`src/rtl/stream_wrr_arbiter.sv`:
```
// Weighted round-robin stream arbiter.
// Shares one valid/ready output among NumInp inputs. Input i may take up to
// weight_i[i] consecutive beats before priority rotates; a weight of 0 counts
// as 1. The datapath is combinational. A stalled grant is locked until its
// handshake completes.
// Optional feature macro: COMMON_CELLS_WRR_GRANT_CNT_EN adds grant_cnt_o, a
// 16-bit saturating handshake counter per input.
module stream_wrr_arbiter #(
  parameter int unsigned NumInp      = 4,
  parameter int unsigned DataWidth   = 32,
  parameter int unsigned WeightWidth = 4,
  parameter int unsigned IdxWidth    = (NumInp > 1) ? $clog2(NumInp) : 1
) (
  input  logic                          clk_i,
  input  logic                          rst_i,
  input  logic                          flush_i,
  input  logic [NumInp*WeightWidth-1:0] weight_i,
  input  logic [NumInp*DataWidth-1:0]   data_i,
  input  logic [NumInp-1:0]             valid_i,
  output logic [NumInp-1:0]             ready_o,
  output logic [DataWidth-1:0]          data_o,
  output logic [IdxWidth-1:0]           idx_o,
  output logic                          valid_o,
`ifdef COMMON_CELLS_WRR_GRANT_CNT_EN
  output logic [NumInp*16-1:0]          grant_cnt_o,
`endif
  input  logic                          ready_i
);

  typedef enum logic {
    ST_FREE   = 1'b0,
    ST_LOCKED = 1'b1
  } lock_e;

  lock_e                                r_lock, w_lock_nxt;
  logic [IdxWidth-1:0]                  r_rr, w_rr_nxt;
  logic [IdxWidth-1:0]                  r_sel, w_sel_nxt;
  logic [WeightWidth-1:0]               r_cnt, w_cnt_nxt;
  logic [IdxWidth-1:0]                  w_arb;
  logic [IdxWidth-1:0]                  w_sel;
  logic                                 w_hs;
  logic [WeightWidth:0]                 w_cnt_inc;
  logic [WeightWidth:0]                 w_w;
  logic [NumInp-1:0][DataWidth-1:0]     w_data_arr;
  logic [NumInp-1:0][WeightWidth-1:0]   w_weight_arr;

  assign w_data_arr   = data_i;
  assign w_weight_arr = weight_i;

  // Modulo-NumInp increment; never produces an index above NumInp-1.
  function automatic logic [IdxWidth-1:0] wrap_inc(input logic [IdxWidth-1:0] a);
    return (a == IdxWidth'(NumInp - 1)) ? '0 : a + IdxWidth'(1);
  endfunction

  // Priority search: first valid input starting at r_rr, wrapping around.
  always_comb begin
    logic                w_found;
    logic [IdxWidth-1:0] w_j;
    w_arb   = r_rr;
    w_found = 1'b0;
    w_j     = '0;
    for (int unsigned k = 0; k < NumInp; k++) begin
      w_j = IdxWidth'((32'(r_rr) + k) % NumInp);
      if (!w_found && valid_i[w_j]) begin
        w_arb   = w_j;
        w_found = 1'b1;
      end
    end
  end

  // Grant selection and output mux; a locked grant overrides the search.
  always_comb begin
    ready_o = '0;
    if (r_lock == ST_LOCKED) begin
      w_sel   = r_sel;
      valid_o = valid_i[r_sel];
    end else begin
      w_sel   = w_arb;
      valid_o = |valid_i;
    end
    data_o = w_data_arr[w_sel];
    idx_o  = w_sel;
    if (valid_o && ready_i) begin
      ready_o[w_sel] = 1'b1;
    end
  end

  assign w_hs      = valid_o & ready_i;
  assign w_cnt_inc = {1'b0, r_cnt} + (WeightWidth + 1)'(1);
  assign w_w       = (w_weight_arr[w_sel] == '0) ? (WeightWidth + 1)'(1)
                                                  : {1'b0, w_weight_arr[w_sel]};

  // Next scheduling state: weight accounting on handshake, lock on stall,
  // flush overrides both.
  always_comb begin
    w_rr_nxt   = r_rr;
    w_cnt_nxt  = r_cnt;
    w_lock_nxt = r_lock;
    w_sel_nxt  = r_sel;
    if (w_hs) begin
      w_lock_nxt = ST_FREE;
      if (w_sel == r_rr) begin
        if (w_cnt_inc >= w_w) begin
          w_rr_nxt  = wrap_inc(w_sel);
          w_cnt_nxt = '0;
        end else begin
          w_cnt_nxt = w_cnt_inc[WeightWidth-1:0];
        end
      end else if (w_w == (WeightWidth + 1)'(1)) begin
        w_rr_nxt  = wrap_inc(w_sel);
        w_cnt_nxt = '0;
      end else begin
        // The priority input was idle: the granted input starts its own turn
        // with this beat already counted.
        w_rr_nxt  = w_sel;
        w_cnt_nxt = WeightWidth'(1);
      end
    end else if (valid_o) begin
      w_lock_nxt = ST_LOCKED;
      w_sel_nxt  = w_sel;
    end
    if (flush_i) begin
      w_rr_nxt   = '0;
      w_cnt_nxt  = '0;
      w_lock_nxt = ST_FREE;
    end
  end

  // Scheduling state register.
  always_ff @(posedge clk_i or posedge rst_i) begin
    if (rst_i) begin
      r_rr   <= '0;
      r_cnt  <= '0;
      r_lock <= ST_FREE;
      r_sel  <= '0;
    end else begin
      r_rr   <= w_rr_nxt;
      r_cnt  <= w_cnt_nxt;
      r_lock <= w_lock_nxt;
      r_sel  <= w_sel_nxt;
    end
  end

`ifdef COMMON_CELLS_WRR_GRANT_CNT_EN
  logic [NumInp-1:0][15:0] r_gcnt;

  // Per-input saturating handshake counters.
  always_ff @(posedge clk_i or posedge rst_i) begin
    if (rst_i) begin
      r_gcnt <= '0;
    end else if (flush_i) begin
      r_gcnt <= '0;
    end else if (w_hs && (r_gcnt[w_sel] != '1)) begin
      r_gcnt[w_sel] <= r_gcnt[w_sel] + 16'd1;
    end
  end

  assign grant_cnt_o = r_gcnt;
`endif

endmodule

```
`config.mk`:
```
export PLATFORM = sky130hd
export DESIGN_NAME = stream_wrr_arbiter
export DESIGN_NICKNAME = d
export VERILOG_FILES = /design/src/rtl/stream_wrr_arbiter.sv
export SDC_FILE = /design/constraint.sdc
export NUM_CORES = 1
export LEC_CHECK = 0
export ABC_AREA = 0
export BUFFER_PORTS_ARGS = -buffer_cell sky130_fd_sc_hd__buf_4
export CAP_MARGIN = 25
export CORE_MARGIN = 4
export CORE_UTILIZATION = 37
export CTS_CLUSTER_DIAMETER = 40
export DETAILED_ROUTE_END_ITERATION = 12
export GPL_TIMING_DRIVEN = 0
export HOLD_SLACK_MARGIN = 0.06
export PLACE_DENSITY = 0.91
export SLEW_MARGIN = 10
export SYNTH_ARGS = -nofsm -noshare
export SYNTH_HDL_FRONTEND = slang
export SYNTH_SLANG_ARGS = --single-unit
export TNS_END_PERCENT = 20
```
`constraint.sdc`:
```
create_clock -name clk_i -period 4.6 [get_ports clk_i]
set_input_delay 0.46 -clock clk_i [delete_from_list [all_inputs] [get_ports clk_i]]
set_output_delay 0.46 -clock clk_i [all_outputs]
set_load 0.01 [all_outputs]
```
# Yosys cells after proc, flatten, opt, wreduce, memory -nomap -nowiden
# Cells that the tools add are included.
dict set report classes {
  addsub 5
  order_cmp 8
  eq_ne 4
  muxes 40
  bitwise_logic 2
  n_reduce_logical 14
}
# op count
set ops {}
lappend ops {{$bmux 32 s2} 1}
lappend ops {{$mux 32} 1}
lappend ops {{$mux 4} 7}
lappend ops {{$mux 2} 10}
lappend ops {{$lt 2x3->1 const B} 6}
lappend ops {{$mux 1} 14}
lappend ops {{$bmux 1 s2} 5}
lappend ops {{$bmux 4 s2} 1}
lappend ops {{$add 4x1->5 const B} 1}
lappend ops {{$ge 5x4->1} 1}
lappend ops {{$logic_and 1x1->1} 5}
lappend ops {{$add 2x1->2 const B} 2}
lappend ops {{$add 2x2->2 const B} 2}
lappend ops {{$eq 4x1->1 const B} 1}
lappend ops {{$logic_not 4->1} 1}
lappend ops {{$reduce_and 2->1} 2}
lappend ops {{$reduce_or 4->1} 1}
lappend ops {{$logic_not 1->1} 3}
lappend ops {{$ne 3x2->1 const B} 1}
lappend ops {{$reduce_bool 3->1} 1}
lappend ops {{$demux 1 s2} 1}
lappend ops {{$eq 2x2->1} 1}
lappend ops {{$eq 2x2->1 const B} 1}
lappend ops {{$ge 2x1->1 const B} 1}
lappend ops {{3 further kinds} 3}
dict set report word_totals {
  reg_bits 9
  in_bits 152
  output_inout_bits 39
  wordCells 77
}

# Depth between registers and ports, before layout
# Gate-level depths: netlist of the first run.
dict set report depth {
  word_depth 22
  ltp_mapped 19
  depth_no_buf 17
}

# Least setup slack after synthesis of the first run
# No wires, ideal clock.
dict set report synth_timing {
  kind {input to register}
  start {in valid_i[1]}
  end {reg r_cnt[0]}
  t_arrival_ns 3.654
  path_slack_ns 0.852
  stages 18
  n_path_buf 2
  path_cell_list {buf_2 nor4b_1 a31o_1 o31a_1 o31ai_4 buf_6 mux2i_1 nand2_1 a21o_1 ha_1 nand2b_1 a21o_1 a21o_1 a211oi_1 nand2_1 nor2_1 nor2_1 a211oi_1}
}
dict set report synth_between {
  elab_chain_len 22
  elab_cells_between_ends 39
  classes_between {order compare: 1; eq/ne: 2; mux: 26; bitwise: 1; reduce/logical: 9}
}
# item line_no
set synth_lines {}
lappend synth_lines {{start: declaration} 19} ;# input logic [NumInp-1:0] valid_i,
lappend synth_lines {{$bmux 1 s2} 64} ;# if (!w_found && valid_i[w_j]) begin
lappend synth_lines {{$mux 1 (implied by the code)} 64}
lappend synth_lines {{$mux 1} 64}
lappend synth_lines {{$logic_not 1->1} 64}
lappend synth_lines {{$logic_and 1x1->1} 64}
lappend synth_lines {{$mux 1} 64}
lappend synth_lines {{$logic_not 1->1} 64}
lappend synth_lines {{$logic_and 1x1->1} 64}
lappend synth_lines {{[5 not listed]} --}
lappend synth_lines {{net idx_o[0]} 22} ;# output logic [IdxWidth-1:0] idx_o,
lappend synth_lines {{[1 not listed]} --}
lappend synth_lines {{$mux 4 (implied by the code)} {90, 91}}
lappend synth_lines {{$logic_not 4->1} 90} ;# assign w_w = (w_weight_arr[w_sel] == '0) ? (WeightWidth + 1)'(1)
lappend synth_lines {{$mux 4} 90}
lappend synth_lines {{$ge 5x4->1 or $eq 4x1->1 (tied branches)} {103, 109}}
lappend synth_lines {{$mux 4 or $mux 1 (tied branches)} {103, 109}}
lappend synth_lines {{$mux 4 *} 102} ;# if (w_sel == r_rr) begin
lappend synth_lines {{$mux 4 *} 100} ;# if (w_hs) begin
lappend synth_lines {{$mux 4 *} 122} ;# if (flush_i) begin
lappend synth_lines {{end signal: assignment} 138} ;# r_cnt <= w_cnt_nxt;
lappend synth_lines {{end: declaration} 38} ;# logic [WeightWidth-1:0] r_cnt, w_cnt_nxt;
# The timed path passes the listed nets; every way through them passes the cells marked *. The select of a mux whose other input is x is not followed.
# A chain may end at the register's enable or synchronous reset.

# Final worst setup path of the first run
dict set report layout_timing {
  start {reg r_rr[1]}
  end {reg r_cnt[0]}
}
dict set report layout_between {
  elab_chain_len 22
  elab_cells_between_ends 36
  classes_between {add/sub: 3; order compare: 1; eq/ne: 2; mux: 23; reduce/logical: 7}
}
# item line_no
set layout_lines {}
lappend layout_lines {{start: declaration} 36} ;# logic [IdxWidth-1:0] r_rr, w_rr_nxt;
lappend layout_lines {{start signal: assignment} 137} ;# r_rr <= w_rr_nxt;
lappend layout_lines {{parallel branches: the longest is 19 deep, another holds $add 2x1->2} --}
lappend layout_lines {{$mux 4 *} 102}
lappend layout_lines {{$mux 4 *} 100}
lappend layout_lines {{$mux 4 *} 122}
# Every way passes the cells marked *. The select of a mux whose other input is x is not followed.

==> summary by stage, run 1 <==
CTS
The deepest level of the CTS H-tree is 1. The clock-pin slew on the worst setup and hold paths is about 0.040 ns. The number of buffers inserted for hold repair after clock tree synthesis is 0. For the worst-skew pair, the clock arrives at the later sink with an insertion delay of 0.23 ns. The CTS tree is done. The largest buffer count on any clock path is 2.

The number of setup buffers added after CTS is 0. The buffer cell driving the clock tree root is clkbuf_8. TritonCTS created 3 clock buffers.

The clock sink count is 9.

Critical path
The startpoint class of the critical path is a flop. The worst register-to-register path begins at r_rr[1]. On the critical path, the stage with the largest delay is an instance of o21ai_1.

For the worst setup path, the data arrival time is 4.21 ns. The classification of the worst setup path is flop to flop. The beginning of the critical path is r_rr[1]. The signal on the critical path passes through buf_2 -> nor3b_1 -> a21oi_1 -> o21ai_0 -> o22ai_1 -> o21ai_1 -> clkbuf_2 -> inv_1 -> nand2_1 -> a21o_1 -> ha_1 -> nand2b_1 -> a21o_1 -> a21o_1 -> a211oi_1 -> nand2_1 -> nor2_1 -> nor2_1 -> a211oi_1. In this design, the stage delay of the slowest critical-path cell is ~0.43 ns. At the worst endpoint, the required time is 4.74 ns.

The cell family contributing the most delay on the critical path is compound AO/OA/AOI/OAI gates. The most common cell type on the critical path is a21o_1. The worst setup path is captured at a flop. Along the worst path, the maximum fanout reaches 10. The worst path buffer plus inverter count is 3.

Yosys
The number of warnings issued by yosys is 0. The synthesized design devotes to its leading area cell type 39.7% of total area. The number of nets in the synthesized netlist is roughly 360. By count the netlist is led by mux4_2, nand2_1, nor2_1. After synthesis, the mean cell area works out to 10.1 um^2. The netlist area before placement is 1980 um^2. Summed over all instances, the cell type with the most area after synthesis is mux4_2. The share of the yosys chip area belonging to registers is 11.3%. In this run, synthesis inferred 0 flip-flops with an integrated enable. The synthesized netlist cell count is 196. The most frequently used flop master after synthesis is dfrtp_1. Counting distinct cell types in the post-synthesis netlist gives 46. The leading cell type by number of instances after synthesis is mux4_2. In this run, synthesis produced a sequential element count of 9. In the post-synthesis netlist, the biggest area contributors are mux4_2, dfrtp_1, ha_1.

For this run, asynchronously set or reset flops after synthesis account for 100%.

Timing
The number of setup violations in the final report is 0. The number of max-slew violations in the final report came to 0. Summed over all failing endpoints, the final setup total negative slack is 0 ns. The worst slack on hold paths is roughly 0.19 ns. The share of the clock period used by the worst path after layout is 88.5%. Setup repair after global routing left no endpoint under its margin.

Derived from the worst setup path, the maximum achievable clock frequency is 246 MHz. Headroom to the max-slew limit came out at 61.2%. The minimum clock period after layout is 4.07 ns. The worst path meets setup with 0.530 ns of slack. The count of endpoints failing hold in the final timing report is 0. Clock skew on the completed layout was measured at 0.00399 ns.

For the pin with the worst max-slew slack, the measured transition is between 0.5 and 0.6 ns.

Drt
Dividing the detail-routed wire length by the instance count gives 19.7 um. The number of nets with antenna violations after detailed routing is 0. After the first detailed-routing iteration, the DRC count stood at 101.

After detailed routing, the number of vias per cell comes to 5.51. The total DRC errors in the routed layout is 0. The routed layout has between 2,000 and 3,000 vias. Before antenna repair, the detailed router went through 7 iterations. Wires add up to 8.97 mm.

Status
The flow ran to the end, and the final reports show no timing, DRC or antenna violations.

Die
The core region is 5140 um^2. The die is 81.2 um tall. The placement row count is 26. For this design the top-level I/O count stands at 191.

The starting utilization of the core area is 38.6%. The area of the die is ~6600 um^2. The chip width is 81.2 um.

Placement
The estimated wirelength of the detail-placed design is 7.79 mm. OpenSTA, run right after detailed placement, puts the worst setup slack at 0.374 ns. During placement, the flow inserted port buffers numbering roughly 190. The final estimated routing congestion in global placement is about 0.95.

Power
For this design the static power due to leakage is 1.72 nW. The maximum vdd ir drop is 320 uV. The cell area power density is 468 nW/um^2.

Layout
The final layout contains about 550 nets. The share of layout cells above drive strength 1 is 62.4%. The footprint of the flip-flops and latches is 225 um^2. Compared with the post-synthesis result, the final layout area differs by 77.2%. The fill cell total of the finished layout is 421. The antenna diode instance count is 0. The multi-input combinational cells in the finished layout cover a total of 1620 um^2.

GRT
The number of antenna violations at the first check in global routing is 0. The first global-routing pass estimated between 10 and 15 mm of wire. Across every metal layer, demand over resource in global routing totals between 20% and 30%. The via count of the first global-routing pass came to 2,455. After global routing the overflow that remains totals 0. The largest net degree at the start of global routing is 13.

Job
The max-cap violation count is 0.

Hold path
The classification of the worst-slack hold path is input pin to asynchronous set/reset pin.
==> where the power goes <==
| part | switching, mW | internal (mW) |
|---|---|---|
| clock | 0.0294 | 0.0602 |
| combinational | 0.659 | 0.769 |
| sequential | 0.0295 | 0.0994 |
==> final timing paths <==
kind                             to  slack [ns]  cells after the start
max in group asynchronous  r_cnt[2]        4.17                      2
setup reg to reg           r_cnt[0]        0.53                     19
setup / recovery           r_cnt[0]        0.53                     19
hold / removal             r_sel[0]        0.19                      2
min in group clk_i         r_cnt[1]        0.57                      2
hold reg to reg            r_cnt[1]        0.57                      2
==> state kept, by name, summed over array words and instances, names as in the netlist <==
signal  cells
r_lock      1
r_cnt       4
r_sel       2
r_rr        2
==> layout by cell type, fill, tap and decap left out, types with 8 or more instances in the layout <==
cell | Yosys | routed
ha_1 | 9 | 9
buf_4 | 0 | 186
dfrtp_1 | 9 | 9
mux4_2 | 35 | 35
nor2_1 | 19 | 19
a21oi_1 | 9 | 9
inv_1 | 8 | 8
nand2_1 | 20 | 20
==> metrics by stage <==
stage                     utilization [%]  power, mW  cell area [um^2]  cells
after global placement               67.5       1.53              3470    452
final                                68.4       1.65              3520    456
after CTS                            68.4       1.65              3510    456
after detailed placement             67.5       1.56              3470    452
after global routing                 68.4       1.76              3520    456
after floorplan                         -       1.02              1980    196
==> area by class of cell <==
| class | count | share of cell area, % |
|---|---|---|
| inverter | 9 | 0.961 |
| clock buffer | 4 | 1.28 |
| buffer | 16 | 3.02 |
| sequential | 9 | 6.41 |
| tap | 70 | 2.49 |
| multi-input combinational | 162 | 46.1 |
| timing repair buffer | 186 | 39.7 |
==> cells by family after synthesis <==
logic type | after synthesis | share of synthesized area (%)
AND/OR/NAND/NOR | 67 | 16.1
flip-flops | 9 | 11.3
AO/OA/AOI/OAI | 40 | 14.9
XOR/XNOR | 4 | 1.77
buffers and inverters | 25 | 6.94
adder cells (fa/ha/maj) | 9 | 5.67
multiplexers | 42 | 43.3
==> worst register-to-register path: stages (launching register included) <==
cell and delay [ns]:
dfrtp_1 0.41, buf_2 0.25, nor3b_1 0.22, a21oi_1 0.05
o21ai_0 0.08, o22ai_1 0.10, o21ai_1 0.43, clkbuf_2 0.37
inv_1 0.17, nand2_1 0.09, a21o_1 0.11, ha_1 0.21
nand2b_1 0.14, a21o_1 0.17, a21o_1 0.18, a211oi_1 0.33
nand2_1 0.24, nor2_1 0.15, nor2_1 0.05, a211oi_1 0.23
==> routing by layer <==
layer	vias up	global-route usage (%)	part of all wire [%]
li1	1158	-	-
met1	1195	27.8	34
met2	148	45.6	53
met3	10	7.98	12
met4	0	5.24	1.9
met5	-	0	0
==> what timing repair did <==
action / CTS / global route
setup endpoints to repair: 0 / 2
resized for setup: 0 / 4
endpoints found under the hold margin: 0 / 0
(Power assumes the default switching activity.)
==> run 2: changes to the inputs <==
--- a/config.mk
+++ b/config.mk
@@ -10,6 +10,7 @@
 export CAP_MARGIN = 25
 export CORE_MARGIN = 4
 export CORE_UTILIZATION = 37
+export CTS_BUF_LIST = sky130_fd_sc_hd__clkbuf_16
 export CTS_CLUSTER_DIAMETER = 40
 export DETAILED_ROUTE_END_ITERATION = 12
 export GPL_TIMING_DRIVEN = 0
==> summary by stage, run 2 (synthesis results as in run 1) <==
Layout
The antenna diode instance count is 0. The library cell used most frequently in the layout, excluding fill and tap cells, is buf_4. The filler cells instantiated in the layout total 417.

The top register by number of flip-flops is r_cnt. The library cells used most frequently in the layout, excluding fill and tap cells, are buf_4, mux4_2, nand2_1. The flip-flop count of the largest register after layout is 4. The post-route netlist has 62.4% of its cells at a drive strength greater than 1. From synthesis to final layout, the design area changed by 78.9%. In the final layout, the registers with the most flip-flops are r_cnt (4), r_rr (2), r_sel (2). In the final design database the tool counted 548 nets. The final non-filler cell area is 3550 um^2.

GRT
In the global route stage, met1 resource usage came out at between 20% and 30%. The total global routing track utilization is 24.8%. The first global-routing pass estimated 12.3 mm of wire.

The global-route track usage on met2 is around 46%. The number of antenna violations at the first check in global routing is 0. The global routing's busiest layer is met2. The largest net degree at the start of global routing is 13. The via count of the first global-routing pass is 2,475.

In the global route stage, met3 resource usage came out at under 10%. The remaining global-route overflow is 0.

Power
The worst-case IR drop observed on VDD is approximately 460 uV. The cell area power density is 480 nW/um^2. The static power due to leakage is 1.74 nW.

CTS
In this run the number of H-tree levels came out at 1. In this run the deepest clock path goes through 2 buffers. Once the clock tree was built, the setup fixing pass inserted 0 buffers.

Clock-pin slew was measured on the worst setup and hold paths at 0.04 ns. Clock latency on the worst-skew pair, taken at its later pin, is 0.23 ns. The buffer cell driving the clock tree root is clkbuf_16. TritonCTS created 3 clock buffers. The clock net in this run drives a total of 9 sinks. The number of buffers inserted for hold repair after clock tree synthesis is 0. The CTS tree is done.

Die
The area of the die is 6600 um^2. The total core area is 5140 um^2. The placement row count is 26. For this configuration, the core starts out at a cell density of between 30% and 40%. The die is 81.2 um tall. The floorplan step set the die width to 81.2 um. around 190 I/O pins were placed.

Critical path
The peak fanout along the critical path is 10. The critical path is of the flop to flop type. STA classifies the critical path endpoint as a flop. The endpoint required time on the critical path is 4.74 ns. The startpoint class of the critical path is a flop. The arrival time reported for the critical path endpoint is 4.20 ns.

Drt
For this run, design rule violations remaining after detail routing come to 0. For this run, the detailed router's first-pass iteration total came to 4. The number of nets with antenna violations after detailed routing is 0. Across all layers, the routed design uses 2,505 vias.

The via density per instance is 5.49. The routed wirelength normalized by instance count is 19.7 um. The total length of routed wires is 9.00 mm. For this block, the initial DRC count from the detailed router was approximately 110.

Timing
The aggregate negative setup slack is 0 ns. At the pin with the least slew margin, the transition time is between 0.5 and 0.6 ns. The clock period could shrink to roughly 4 ns. Setup repair after global routing left no endpoint under its margin. Setup violations remaining at the end of the flow were counted as 0. The number of max-slew violations in the final report is 0. Between clock sinks in the finished design, the worst skew comes to between 0.0015 and 0.002 ns. Static timing analysis puts the maximum clock frequency at between 200 and 250 MHz. The remaining max-slew budget at the tightest pin is about three fifths. The count of endpoints failing hold in the final timing report is 0. The share of the clock period used by the worst path after layout is 88.4%.

Placement
The estimated wirelength of the detail-placed design is 7.79 mm. Input and output buffers added on the ports amount to 186. The placed instances occupy a cell area of 3470 um^2.

Routability-driven placement finished with a final weighted congestion of 0.952.

Status
The flow ran to the end, and the final reports show no timing, DRC or antenna violations.

Job
The max-cap violation count is 0.

Hold path
The classification of the worst-slack hold path is input pin to asynchronous set/reset pin.
run 2: cell count changes in the layout (fill, tap and decap cells not counted), sizes merged:
cell / previous run / this run
clkbuf: 8 / 7
inv: 9 / 10
run 2: power breakdown:
group          switching (mW)  internal [mW]  total [mW]  leakage, nW
Clock                  0.0345          0.113       0.148       0.0423
Combinational           0.658          0.769        1.43         1.57
Sequential             0.0297         0.0995       0.129        0.120
run 2: repair_timing:
action,4_1_cts,5_1_grt
gates resized for setup,0,4
setup endpoints to repair,0,2
hold endpoints to repair,0,0
run 2: critical path, stage by stage (launching register included):
cell	delay [ns]
dfrtp_1	0.41
buf_2	0.25
nor3b_1	0.22
a21oi_1	0.05
o21ai_0	0.08
o22ai_1	0.10
o21ai_1	0.44
clkbuf_2	0.37
inv_1	0.16
nand2_1	0.09
a21o_1	0.11
ha_1	0.21
nand2b_1	0.14
a21o_1	0.17
a21o_1	0.18
a211oi_1	0.32
nand2_1	0.24
nor2_1	0.15
nor2_1	0.05
a211oi_1	0.23
run 2: cell type report:
class | instances | area (um^2) | area share (%)
Buffer | 16 | 106 | 3.00
Clock buffer | 3 | 75.1 | 2.11
Clock inverter | 1 | 3.75 | 0.106
Inverter | 9 | 33.8 | 0.952
Multi-Input combinational cell | 162 | 1620 | 45.7
Sequential cell | 9 | 225 | 6.34
Tap cell | 70 | 87.6 | 2.47
Timing Repair Buffer | 186 | 1400 | 39.3
run 2: metrics by stage:
stage	hold slack, ns	setup slack (ns)	utilization (%)	cells	power (mW)
detailed placement	0.442	0.374	67.5	452	1.56
floorplan	0.288	0.852	-	196	1.02
global route	0.221	0.119	69.1	456	1.82
CTS	0.201	0.342	69.0	456	1.71
global placement	0.432	0.458	67.5	452	1.53
finish	0.188	0.534	69.1	456	1.70
run 2: worst paths after layout:
path	slack [ns]	to	from	depth (start not counted)
setup / recovery	0.53	r_cnt[0]	r_rr[1]	19
min in group clk_i	0.56	r_cnt[1]	r_cnt[1]	2
setup reg to reg	0.53	r_cnt[0]	r_rr[1]	19
hold / removal	0.19	r_sel[0]	rst_i	2
max in group asynchronous	4.17	r_cnt[2]	rst_i	2
hold reg to reg	0.56	r_cnt[1]	r_cnt[1]	2
run 2: layer usage:
layer,share of wire [%],wire [um],vias up
met5,0,0,-
met4,1.9,170,0
met3,12,1040,10
met2,53,4770,134
met1,34,3020,1201
li1,-,-,1160
==> run 3: changes to the inputs <==
--- a/config.mk
+++ b/config.mk
@@ -9,13 +9,13 @@
 export BUFFER_PORTS_ARGS = -buffer_cell sky130_fd_sc_hd__buf_4
 export CAP_MARGIN = 25
 export CORE_MARGIN = 4
-export CORE_UTILIZATION = 37
+export CORE_UTILIZATION = 40
 export CTS_BUF_LIST = sky130_fd_sc_hd__clkbuf_16
 export CTS_CLUSTER_DIAMETER = 40
 export DETAILED_ROUTE_END_ITERATION = 12
 export GPL_TIMING_DRIVEN = 0
 export HOLD_SLACK_MARGIN = 0.06
-export PLACE_DENSITY = 0.91
+export PLACE_DENSITY = 0.95
 export SLEW_MARGIN = 10
 export SYNTH_ARGS = -nofsm -noshare
 export SYNTH_HDL_FRONTEND = slang
==> constraint.sdc (replaced) <==
create_clock -name clk_i -period 5.1 [get_ports clk_i]
set_input_delay 0.51 -clock clk_i [delete_from_list [all_inputs] [get_ports clk_i]]
set_output_delay 0.51 -clock clk_i [all_outputs]
set_load 0.01 [all_outputs]
==> summary by stage, run 3 (synthesis results as in run 1) <==
Placement
The congestion estimate from routability-driven global placement came to 0.903. The estimated wirelength of the detail-placed design is about 7.6 mm. The number of buffer cells added on primary ports is about 190.

The number of placed cells counting well taps is around 450. The worst slack after detailed placement is around 0.90 ns.

GRT
The remaining global-route overflow is 0. The number of antenna violations at the first check in global routing is 0. The total global routing track utilization is between 20 and 30%. The first-pass GRT wire length is 13.4 mm. The via count of the first global-routing pass is 2,701. Entering global routing, the biggest net connects 13 pins.

Layout
The number of nets in the layout is 548. Fill cells in the final layout number around 370. After the flow finishes, the layout carries non-filler instances totaling 453. The footprint of the flip-flops and latches is 225 um^2.

The largest registers in the layout are r_cnt (4), r_rr (2), r_sel (2). The antenna diode instance count is 0. From synthesis to final layout, the design area changed by 78.6%. The library cells used most frequently in the layout, excluding fill and tap cells, are buf_4, mux4_2, nand2_1. More flip-flops sit in one register than any other, and that register is r_cnt. The area of combinational cells with multiple inputs is 1620 um^2. The share of layout cells above drive strength 1 is around 62%. The most common cell after layout, fill and taps aside is buf_4.

The flip-flop count of the largest register after layout is 4.

CTS
In this run the number of H-tree levels came out at 1. The CTS tree is done. The buffer cell driving the clock tree root is clkbuf_16. The number of setup buffers added after CTS is 0. The clock-pin slew on the worst setup and hold paths is 0.04 ns. In this run, post-CTS hold repair placed 0 buffers. Clock tree synthesis inserted a total of 3 buffers. The clock latency at the later pin of the worst-skew pair is approximately 0.23 ns.

The clock sink count is 9. The number of gates resized after CTS was 0. The largest buffer count on any clock path is 2.

Timing
The aggregate negative setup slack is 0 ns. At the pin with the least slew margin, the transition time is 0.603 ns. The count of endpoints failing hold in the final timing report was 0. The clock skew after layout is 0.000706 ns. Setup repair after global routing left no endpoint under its margin. The number of max-slew violations in the final report came to 0. In the finished design, the share of the clock period the worst path needs comes to 82.0%. Across all setup checks in the final design, the least slack found is ~0.92 ns. Based on the critical path, the design can be clocked at up to 239 MHz.

The worst pin sits at a relative slew slack of 59.7%. The number of setup violations in the final report is 0. The minimum clock period after layout is 4.18 ns.

Critical path
The signal on the critical path passes through buf_2 -> nor3b_1 -> a21oi_1 -> o21ai_0 -> o22ai_1 -> o21ai_1 -> clkbuf_1 -> inv_1 -> nand2_1 -> a21o_1 -> ha_1 -> nand2b_1 -> a21o_1 -> a21o_1 -> a211oi_1 -> nand2_1 -> nor2_1 -> nor2_1 -> a211oi_1. STA classifies the critical path endpoint as a flop. Along the worst path, the maximum fanout reaches 10.

The cell that appears most often on the critical path is a21o_1. The worst reg2reg path startpoint is r_rr[1]. The worst setup path is of the flop to flop kind.

The largest individual stage delay along the critical path comes from the cell clkbuf_1. The startpoint class of the critical path is a flop. The delay of the slowest critical-path stage is ~0.50 ns. For the worst setup path, the data arrival time is 4.32 ns.

In this run the worst setup path begins at r_rr[1]. For the worst setup path, the data required time is 5.24 ns.

Power
For this design the static power due to leakage is 1.73 nW. IR analysis of the VDD net gives a maximum drop of 283 uV. The cell area power density is 433 nW/um^2.

Drt
The routed wirelength normalized by instance count is 19.6 um. The total DRC errors in the routed layout is 0. The DRC marker count from the first detailed-route iteration is 94.

Once detail routing completed, the nets flagged for antenna violations numbered 0. The via count is around 2,600. The first detailed-routing pass took 4 iterations. Dividing the detail-routed via count by the number of cells gives 5.66. For this block, the routed nets add up to just under 9 mm of wire.

Hold path
The classification of the worst-slack hold path is input pin to asynchronous set/reset pin.

Die
The initial utilization of the core area, before any placement, comes to 41.7%. The total core area is 4750 um^2. The die covers ~6000 um^2.

The chip width is 78.4 um. In this run the count of I/O pins placed on the die edge is 191. The die is 78.4 um tall. The placement row count is 25.

Status
The run finished with clean final reports.

Job
The max-cap violation count is 0.
[run 3: cell counts in the layout (fill, tap and decap cells not counted)]
No cell type changed its count.
[run 3: stage by stage]
step                      cell area [um^2]  utilization (%)  total power, mW  hold slack, ns
final                                 3540             74.5             1.53           0.231
after global routing                  3540             74.5             1.64           0.262
after CTS                             3540             74.5             1.54           0.248
after detailed placement              3460             72.9             1.40           0.496
after global placement                3460             72.9             1.37           0.479
after floorplan                       1980                -            0.918           0.338
[run 3: area by class of cell]
class                      count  share of cell area (%)
clock inverter                 1                   0.106
sequential                     9                    6.36
clock buffer                   3                    2.12
timing repair buffer         186                    39.4
buffer                        16                    2.93
multi-input combinational    162                    45.8
inverter                       9                   0.953
tap                           67                    2.37
[run 3: path summary, 6_finish.rpt]
| path | end | slack (ns) | cells after the start |
|---|---|---|---|
| worst min-delay path | r_cnt[1] | 0.23 | 2 |
| worst min register to register | r_cnt[1] | 0.56 | 2 |
| min in group clk_i | r_cnt[1] | 0.56 | 2 |
| worst max register to register | r_cnt[0] | 0.92 | 19 |
| worst max-delay path | r_cnt[0] | 0.92 | 19 |
| max in group asynchronous | r_cnt[0] | 4.63 | 2 |
[run 3: critical path, delay by kind of cell, from the launching register on]
| kind | cells | cell delay, ns |
|---|---|---|
| buffers and inverters | 3 | 0.96 |
| AOI/OAI and AO/OA | 9 | 1.63 |
| and+or+nand+nor | 6 | 0.88 |
| DFF | 1 | 0.40 |
| adders and majority gates | 1 | 0.22 |
[run 3: where the power goes]
group          internal, mW  switching [mW]
logic                 0.692           0.592
clock network         0.102          0.0337
registers            0.0898          0.0249
total                 0.884           0.651
[run 3: metal layers]
layer | global-route usage (%) | wire length [um] | vias up
li1 | - | - | 1162
met1 | 30.3 | 3000 | 1225
met2 | 51.4 | 4710 | 161
met3 | 10.2 | 1060 | 14
met4 | 6.64 | 112 | 0
met5 | 0 | 0 | -
